[src/rtl/wb_master_cmd_if.sv]
// rtl/wb_master_cmd_if.sv - Wishbone B3 classic bus interface
interface wishbone_b3 #(
    parameter int DATA_WIDTH   = 32,
    parameter int ADDR_WIDTH   = 32,
    parameter int SELECT_WIDTH = 4
);
    logic [ADDR_WIDTH-1:0]   adr;
    logic [DATA_WIDTH-1:0]   dat_m2s;
    logic [DATA_WIDTH-1:0]   dat_s2m;
    logic [SELECT_WIDTH-1:0] sel;
    logic                    we;
    logic                    cyc;
    logic                    stb;
    logic                    ack;
    logic                    err;
    logic                    rty;
    logic [2:0]              cti;
    logic [1:0]              bte;
    logic                    lock;

    modport master (
        output adr, dat_m2s, sel, we, cyc, stb, cti, bte, lock,
        input  dat_s2m, ack, err, rty
    );

    modport slave (
        input  adr, dat_m2s, sel, we, cyc, stb, cti, bte, lock,
        output dat_s2m, ack, err, rty
    );
endinterface

[src/rtl/wb_master_cmd.sv]
// rtl/wb_master_cmd.sv - single-transfer Wishbone B3 master with retry backoff and timeout
module wb_master_cmd #(
    parameter int DATA_WIDTH     = 32,
    parameter int ADDR_WIDTH     = 32,
    parameter int SELECT_WIDTH   = 4,
    parameter int TIMEOUT_CYCLES = 255,
    parameter int MAX_RETRIES    = 3,
    parameter int RETRY_GAP      = 2
) (
    input  logic                    clk,
    input  logic                    reset_n,
    input  logic                    cmd_valid,
    output logic                    cmd_ready,
    input  logic                    cmd_we,
    input  logic [ADDR_WIDTH-1:0]   cmd_adr,
    input  logic [DATA_WIDTH-1:0]   cmd_dat,
    input  logic [SELECT_WIDTH-1:0] cmd_sel,
    output logic                    resp_valid,
    input  logic                    resp_ready,
    output logic [DATA_WIDTH-1:0]   resp_rdata,
    output logic [1:0]              resp_status,
    output logic                    busy,
    wishbone_b3.master              bus
);
    localparam int TO_W = (TIMEOUT_CYCLES > 0) ? $clog2(TIMEOUT_CYCLES + 1) : 1;
    localparam int RT_W = (MAX_RETRIES > 0) ? $clog2(MAX_RETRIES + 1) : 1;
    localparam int GP_W = $clog2(RETRY_GAP + 1);
    localparam bit TO_EN = (TIMEOUT_CYCLES > 0);
    localparam logic [TO_W-1:0] TO_LAST = TO_W'((TIMEOUT_CYCLES > 0) ? TIMEOUT_CYCLES - 1 : 0);
    localparam logic [RT_W-1:0] RT_MAX  = RT_W'(MAX_RETRIES);
    localparam logic [GP_W-1:0] GP_LAST = GP_W'(RETRY_GAP - 1);

    localparam logic [1:0] ST_OK      = 2'd0;
    localparam logic [1:0] ST_ERR     = 2'd1;
    localparam logic [1:0] ST_TIMEOUT = 2'd2;
    localparam logic [1:0] ST_RETRY   = 2'd3;

    typedef enum logic [1:0] {S_IDLE, S_BUS, S_GAP, S_RESP} state_t;

    state_t                  state_q, state_d;
    logic                    we_q, we_d;
    logic [ADDR_WIDTH-1:0]   adr_q, adr_d;
    logic [DATA_WIDTH-1:0]   dat_q, dat_d;
    logic [SELECT_WIDTH-1:0] sel_q, sel_d;
    logic                    cyc_q, cyc_d;
    logic                    ready_q, ready_d;
    logic                    valid_q, valid_d;
    logic [DATA_WIDTH-1:0]   rdata_q, rdata_d;
    logic [1:0]              status_q, status_d;
    logic [RT_W-1:0]         retry_q, retry_d;
    logic [TO_W-1:0]         to_q, to_d;
    logic [GP_W-1:0]         gap_q, gap_d;

    always_ff @(posedge clk or negedge reset_n) begin
        if (!reset_n) begin
            state_q  <= S_IDLE;
            we_q     <= 1'b0;
            adr_q    <= '0;
            dat_q    <= '0;
            sel_q    <= '0;
            cyc_q    <= 1'b0;
            ready_q  <= 1'b0;
            valid_q  <= 1'b0;
            rdata_q  <= '0;
            status_q <= ST_OK;
            retry_q  <= '0;
            to_q     <= '0;
            gap_q    <= '0;
        end else begin
            state_q  <= state_d;
            we_q     <= we_d;
            adr_q    <= adr_d;
            dat_q    <= dat_d;
            sel_q    <= sel_d;
            cyc_q    <= cyc_d;
            ready_q  <= ready_d;
            valid_q  <= valid_d;
            rdata_q  <= rdata_d;
            status_q <= status_d;
            retry_q  <= retry_d;
            to_q     <= to_d;
            gap_q    <= gap_d;
        end
    end

    always_comb begin
        state_d  = state_q;
        we_d     = we_q;
        adr_d    = adr_q;
        dat_d    = dat_q;
        sel_d    = sel_q;
        rdata_d  = rdata_q;
        status_d = status_q;
        retry_d  = retry_q;
        to_d     = to_q;
        gap_d    = gap_q;
        unique case (state_q)
            S_IDLE: begin
                if (cmd_valid && ready_q) begin
                    we_d     = cmd_we;
                    adr_d    = cmd_adr;
                    dat_d    = cmd_dat;
                    sel_d    = cmd_sel;
                    rdata_d  = '0;
                    status_d = ST_OK;
                    retry_d  = '0;
                    to_d     = '0;
                    state_d  = S_BUS;
                end
            end
            S_BUS: begin
                // err wins over a simultaneous ack, and ack over rty
                if (bus.err) begin
                    status_d = ST_ERR;
                    rdata_d  = '0;
                    state_d  = S_RESP;
                end else if (bus.ack) begin
                    status_d = ST_OK;
                    rdata_d  = we_q ? '0 : bus.dat_s2m;
                    state_d  = S_RESP;
                end else if (bus.rty) begin
                    if (retry_q < RT_MAX) begin
                        retry_d = retry_q + 1'b1;
                        gap_d   = '0;
                        state_d = S_GAP;
                    end else begin
                        status_d = ST_RETRY;
                        rdata_d  = '0;
                        state_d  = S_RESP;
                    end
                end else if (TO_EN) begin
                    if (to_q == TO_LAST) begin
                        status_d = ST_TIMEOUT;
                        rdata_d  = '0;
                        state_d  = S_RESP;
                    end else begin
                        to_d = to_q + 1'b1;
                    end
                end
            end
            S_GAP: begin
                if (gap_q == GP_LAST) begin
                    to_d    = '0;
                    state_d = S_BUS;
                end else begin
                    gap_d = gap_q + 1'b1;
                end
            end
            S_RESP: begin
                if (resp_ready) begin
                    state_d = S_IDLE;
                end
            end
            default: state_d = S_IDLE;
        endcase
        // Registered outputs follow the next state so cyc drops on the edge that leaves BUS
        cyc_d   = (state_d == S_BUS);
        valid_d = (state_d == S_RESP);
        ready_d = (state_d == S_IDLE);
    end

    always_comb begin
        cmd_ready   = ready_q;
        resp_valid  = valid_q;
        resp_rdata  = rdata_q;
        resp_status = status_q;
        busy        = (state_q != S_IDLE);
    end

    assign bus.adr     = adr_q;
    assign bus.dat_m2s = dat_q;
    assign bus.sel     = sel_q;
    assign bus.we      = we_q;
    assign bus.cyc     = cyc_q;
    assign bus.stb     = cyc_q;
    assign bus.cti     = 3'b000;
    assign bus.bte     = 2'b00;
    assign bus.lock    = 1'b0;
endmodule

[src/flat_wrapper.sv]
// flat-port wrapper written by rule: the top's interface ports become plain ports
module wb_master_cmd_flat 
#(
    parameter int DATA_WIDTH     = 32,
    parameter int ADDR_WIDTH     = 32,
    parameter int SELECT_WIDTH   = 4,
    parameter int TIMEOUT_CYCLES = 255,
    parameter int MAX_RETRIES    = 3,
    parameter int RETRY_GAP      = 2
)
  (clk, reset_n, cmd_valid, cmd_ready, cmd_we, cmd_adr, cmd_dat, cmd_sel, resp_valid, resp_ready, resp_rdata, resp_status, busy, bus_adr, bus_dat_m2s, bus_sel, bus_we, bus_cyc, bus_stb, bus_cti, bus_bte, bus_lock, bus_dat_s2m, bus_ack, bus_err, bus_rty);
  wishbone_b3 #(.DATA_WIDTH(DATA_WIDTH), .ADDR_WIDTH(ADDR_WIDTH), .SELECT_WIDTH(SELECT_WIDTH)) bus_i ();
  input  logic clk;
  input  logic reset_n;
  input  logic cmd_valid;
  output logic cmd_ready;
  input  logic cmd_we;
  input  logic [ADDR_WIDTH-1:0] cmd_adr;
  input  logic [DATA_WIDTH-1:0] cmd_dat;
  input  logic [SELECT_WIDTH-1:0] cmd_sel;
  output logic resp_valid;
  input  logic resp_ready;
  output logic [DATA_WIDTH-1:0] resp_rdata;
  output logic [1:0] resp_status;
  output logic busy;
  output wire logic [$bits(bus_i.adr)-1:0] bus_adr;
  output wire logic [$bits(bus_i.dat_m2s)-1:0] bus_dat_m2s;
  output wire logic [$bits(bus_i.sel)-1:0] bus_sel;
  output wire logic [$bits(bus_i.we)-1:0] bus_we;
  output wire logic [$bits(bus_i.cyc)-1:0] bus_cyc;
  output wire logic [$bits(bus_i.stb)-1:0] bus_stb;
  output wire logic [$bits(bus_i.cti)-1:0] bus_cti;
  output wire logic [$bits(bus_i.bte)-1:0] bus_bte;
  output wire logic [$bits(bus_i.lock)-1:0] bus_lock;
  input wire logic [$bits(bus_i.dat_s2m)-1:0] bus_dat_s2m;
  input wire logic [$bits(bus_i.ack)-1:0] bus_ack;
  input wire logic [$bits(bus_i.err)-1:0] bus_err;
  input wire logic [$bits(bus_i.rty)-1:0] bus_rty;
  assign bus_adr = bus_i.adr;
  assign bus_dat_m2s = bus_i.dat_m2s;
  assign bus_sel = bus_i.sel;
  assign bus_we = bus_i.we;
  assign bus_cyc = bus_i.cyc;
  assign bus_stb = bus_i.stb;
  assign bus_cti = bus_i.cti;
  assign bus_bte = bus_i.bte;
  assign bus_lock = bus_i.lock;
  assign bus_i.dat_s2m = bus_dat_s2m;
  assign bus_i.ack = bus_ack;
  assign bus_i.err = bus_err;
  assign bus_i.rty = bus_rty;
  wb_master_cmd #(.DATA_WIDTH(DATA_WIDTH), .ADDR_WIDTH(ADDR_WIDTH), .SELECT_WIDTH(SELECT_WIDTH), .TIMEOUT_CYCLES(TIMEOUT_CYCLES), .MAX_RETRIES(MAX_RETRIES), .RETRY_GAP(RETRY_GAP)) u_core (.clk(clk), .reset_n(reset_n), .cmd_valid(cmd_valid), .cmd_ready(cmd_ready), .cmd_we(cmd_we), .cmd_adr(cmd_adr), .cmd_dat(cmd_dat), .cmd_sel(cmd_sel), .resp_valid(resp_valid), .resp_ready(resp_ready), .resp_rdata(resp_rdata), .resp_status(resp_status), .busy(busy), .bus(bus_i));
endmodule
[config.mk]
export PLATFORM = sky130hd
export DESIGN_NAME = wb_master_cmd_flat
export DESIGN_NICKNAME = d
export VERILOG_FILES = /design/src/rtl/wb_master_cmd_if.sv /design/src/rtl/wb_master_cmd.sv /design/src/flat_wrapper.sv
export SDC_FILE = /design/constraint.sdc
export NUM_CORES = 1
export LEC_CHECK = 0
export BUFFER_PORTS_ARGS = -buffer_cell sky130_fd_sc_hd__buf_2
export CELL_PAD_IN_SITES_DETAIL_PLACEMENT = 0
export CELL_PAD_IN_SITES_GLOBAL_PLACEMENT = 2
export CORE_ASPECT_RATIO = 0.7
export CORE_MARGIN = 1
export CORE_UTILIZATION = 29
export DETAILED_ROUTE_END_ITERATION = 8
export GPL_ROUTABILITY_DRIVEN = 0
export HOLD_SLACK_MARGIN = 0.02
export PLACE_DENSITY_LB_ADDON = 0.1
export REMOVE_ABC_BUFFERS = 1
export SYNTH_ARGS = -nofsm -noshare
export SYNTH_HDL_FRONTEND = slang
export SYNTH_SLANG_ARGS = --single-unit
export TNS_END_PERCENT = 10
[constraint.sdc]
create_clock -name clk -period 2.75 [get_ports clk]
set_input_delay 0.1375 -clock clk [delete_from_list [all_inputs] [get_ports clk]]
set_output_delay 0.1375 -clock clk [all_outputs]
set_load 0.02 [all_outputs]
==> qor.yml <==
route:
  dr_total_vias: 4481
  routed_wl_um: 14100
  drc_errors: 0
  ant_nets: 0
  first_pass_iters: 5
  wire_per_inst_um: 13.6
  vias_per_cell: 4.32
  drt_iter0_drc: 228
min_path:
  hold_path_end: "u_core.resp_status[0]"
  hp-class: "primary input to flop"
  hold_depth: 3
  worstHoldStart: "bus_err"
die:
  initial_utilization: 0.297
  ios: 222
  rows: 39
  die_w_um: 157
  core_area_um2: 16300
  die-height_um: 110
  dieArea_um2: 17300
synth:
  ys_seq_elements: 120
  synth_cell_type_count: 39
  synth.area.top_cells: "dfrtp_1, nand2_1, a22o_1, clkbuf_1, buf_4"
  syn_area_per_cell_um2: 9.98
  yosysWarnings: 0
  syn_inst: 486
  syn_area_um2: 4850
  synth_top_area_frac: 0.619
  synth_top_cell_by_area: "dfrtp_1"
  yosysSeqAreaShare: 0.619
status:
  status: "finished, final reports clean"
layout:
  syn_to_final_growth_pct: 58.9
  utilization: 0.471
  stdcell_area_um2: 7710
  antenna_cells: 0
  n_fill_cell: 1561
  drive_gt1_frac: 0.325
  multi_input_area_um2: 1680
  seq_area_um2: 3000
  fin_nets: 913
clock_tree:
  cts.clk_slew.worst_paths_ps: 60
  numCtsBuffers: 17
  h-tree-depth: 4
  cts_tree: "built"
  cts_root_buffer: "clkbuf_16"
  clock-sinks: 120
  worst_skew_pair.late_latency_ps: 410
  clk_path_buf_depth: 2
  cts_resized: 0
grt:
  grt_pass1_wl_um: 22400
  grt_max_degree: 121
  grt.total_usage: 0.168
  use_met2: 0.267
  top_usage_layer: "met2"
  grt.overflow.total: 0
  met1_usage: 0.217
  met3_usage: 0.0430
  grt_pass1_vias: 4487
  antenna_found_initial: 0
worst_setup_path:
  crit_path_top_delay_cell: "a32oi_2"
  end_kind: "flop"
  r2r_start: "u_core.state_q[1]"
  cp_max_fo: 13
  critPathLaunchType: "flop"
  arrival_ps: 2510
  reg2reg_to: "u_core.to_q[7]"
  path_cells: "nor4_1 -> o21ai_0 -> a32oi_2 -> nand4_1 -> mux2_2"
  reg2reg_depth: 5
  cp.required_ps: 3030
  slowest_delay_ps: 580
  r2r_slack_ps: 530
  setup.worst_path.class: "flop to flop"
sta:
  setup_viol: 0
  fin_skew_ps: 9.32
  worstMarginPinSlew_ps: 821
  fmaxAchievable_mhz: 450
  drv_slew: 0
  layout_setup_ws_ps: 526
  period_minus_slack_ps: 2220
  period_share: 0.809
  hold_viol: 0
  maxSlewHeadroom: 0.452
  tns_ps: 0
  rsz0062_at_grt: "no"
placement:
  port_buffers: 215
  pre_cts_ws_ps: 595
  dp_hpwl_um: 8760
  post_dp_cell_area_um2: 6130
flow_run:
  max_cap_viol_count: 0
power:
  p_leak_nw: 4.20
  pwr-share-comb: 0.387
  p_per_area_nw_per_um2: 1050
  internal_power_mw: 4.90
  p_sw_frac: 0.394
  power.switching_mw: 3.19
  clkPwrFrac: 0.260
  p_seq_frac: 0.353
  peakVddDrop_mv: 0.512
[metrics by stage]
stage	power [mW]	instances	hold slack [ps]
6_report	8.09	1037	117
5_1_grt	8.66	1037	132
4_1_cts	8.18	1037	89.3
3_5_place_dp	5.91	905	296
3_3_place_gp	5.87	905	290
2_1_floorplan	4.70	458	-158
[flip-flops by register name, indices dropped and copies added, names as in the netlist]
signal,flops
u_core.state_q,2
u_core.retry_q,2
u_core.bus.sel,4
u_core.bus.cyc,1
u_core.cmd_ready,1
u_core.to_q,8
u_core.bus.adr,32
u_core.bus.we,1
u_core.resp_valid,1
u_core.resp_rdata,32
u_core.bus.dat_m2s,32
u_core.resp_status,2
u_core.gap_q,2
[worst max path at each step]
stage                                  from              endpoint  slack, ps  cells after the start
after floorplan              u_core.to_q[0]  u_core.resp_rdata[0]        190                      6
after global placement    u_core.state_q[1]        u_core.to_q[6]        680                      5
after detailed placement  u_core.state_q[1]        u_core.to_q[6]        590                      5
after CTS                 u_core.state_q[1]        u_core.to_q[7]        500                      5
after global routing      u_core.state_q[1]        u_core.to_q[7]        370                      5
final                     u_core.state_q[1]        u_core.to_q[7]        530                      5
[cell type report]
type	instances	share of cell area
clock buffer	20	0.0580
clock inverter	10	0.0136
inverter	6	0.00292
multi-input combinational	332	0.219
sequential	120	0.390
tap	225	0.0365
timing repair buffer	324	0.281
[cell usage in the layout (no fill, tap or decap), types with 2 or more instances in the layout]
cell type and count:
a21oi_1 4, a22o_1 32, a311o_1 2, and2_1 2, buf_2 214, buf_4 7, bufinv_16 2, clkbuf_1 2
clkbuf_16 17, clkinv_2 6, clkinvlp_4 2, conb_1 6, dfrtp_1 120, dlygate4sd3_1 102, ha_1 4, inv_1 6
mux2_2 3, nand2_1 215, nand3_1 9, nand4_1 6, nor2_1 14, nor2b_1 6, nor3_1 2, o21ai_0 7
[per-layer routing]
layer  vias up  wire length (um)
met5         -                 0
met4         0               230
met3        16               717
met2       133              6390
met1      2133              6770
li1       2199                 -
[logic make-up (layout without fill, tap and decap cells)]
| logic type | count (synthesis) | after routing | share of synthesized area |
|---|---|---|---|
| multiplexers | 4 | 4 | 0.00929 |
| AND/OR/NAND/NOR | 265 | 265 | 0.228 |
| buffers and inverters | 39 | 360 | 0.0418 |
| adder cells (fa/ha/maj) | 4 | 4 | 0.0103 |
| AO/OA/AOI/OAI | 53 | 53 | 0.0903 |
| flip-flops | 120 | 120 | 0.619 |
| other | 1 | 6 | 0.000773 |
[power groups by stage]
stage	Combinational [mW]	Sequential [mW]	Clock (mW)
floorplan	1.06	3.64	0
global placement	3.02	2.85	0
detailed placement	3.04	2.87	0
CTS	3.16	2.85	2.17
global route	3.47	2.94	2.24
finish	3.13	2.85	2.11
[cell usage after synthesis, drive strengths merged]
| master | number |
|---|---|
| inv | 6 |
| and2 | 2 |
| nand4 | 6 |
| a31o | 1 |
| a21oi | 4 |
| nor3 | 2 |
| ha | 4 |
| a311o | 2 |
| o41ai | 1 |
| conb | 1 |
| or3b | 1 |
| a21bo | 1 |
| mux2 | 4 |
| nor2 | 15 |
| nand2 | 216 |
| nand3 | 10 |
| o31ai | 1 |
| a32oi | 1 |
| nor4b | 1 |
| nand2b | 2 |
| a22o | 32 |
| nor2b | 6 |
| nor4 | 1 |
| clkbuf | 17 |
| a21boi | 1 |
| buf | 16 |
| a21o | 1 |
| nand3b | 1 |
| dfrtp | 120 |
| o21ai | 8 |
| and3 | 2 |
[worst max-delay path, delay by kind of cell, from the launching register on]
kind / cells / cell delay (ps)
flops: 1 / 500
simple gates: 2 / 530
mux: 1 / 320
compound gates: 2 / 750
[repair_timing]
| action | in CTS | in global routing |
|---|---|---|
| hold buffers | 102 | 0 |
| endpoints found under the hold margin | 221 | 0 |
| buffers inserted | 0 | 0 |
Power figures use the tool's default switching activity.
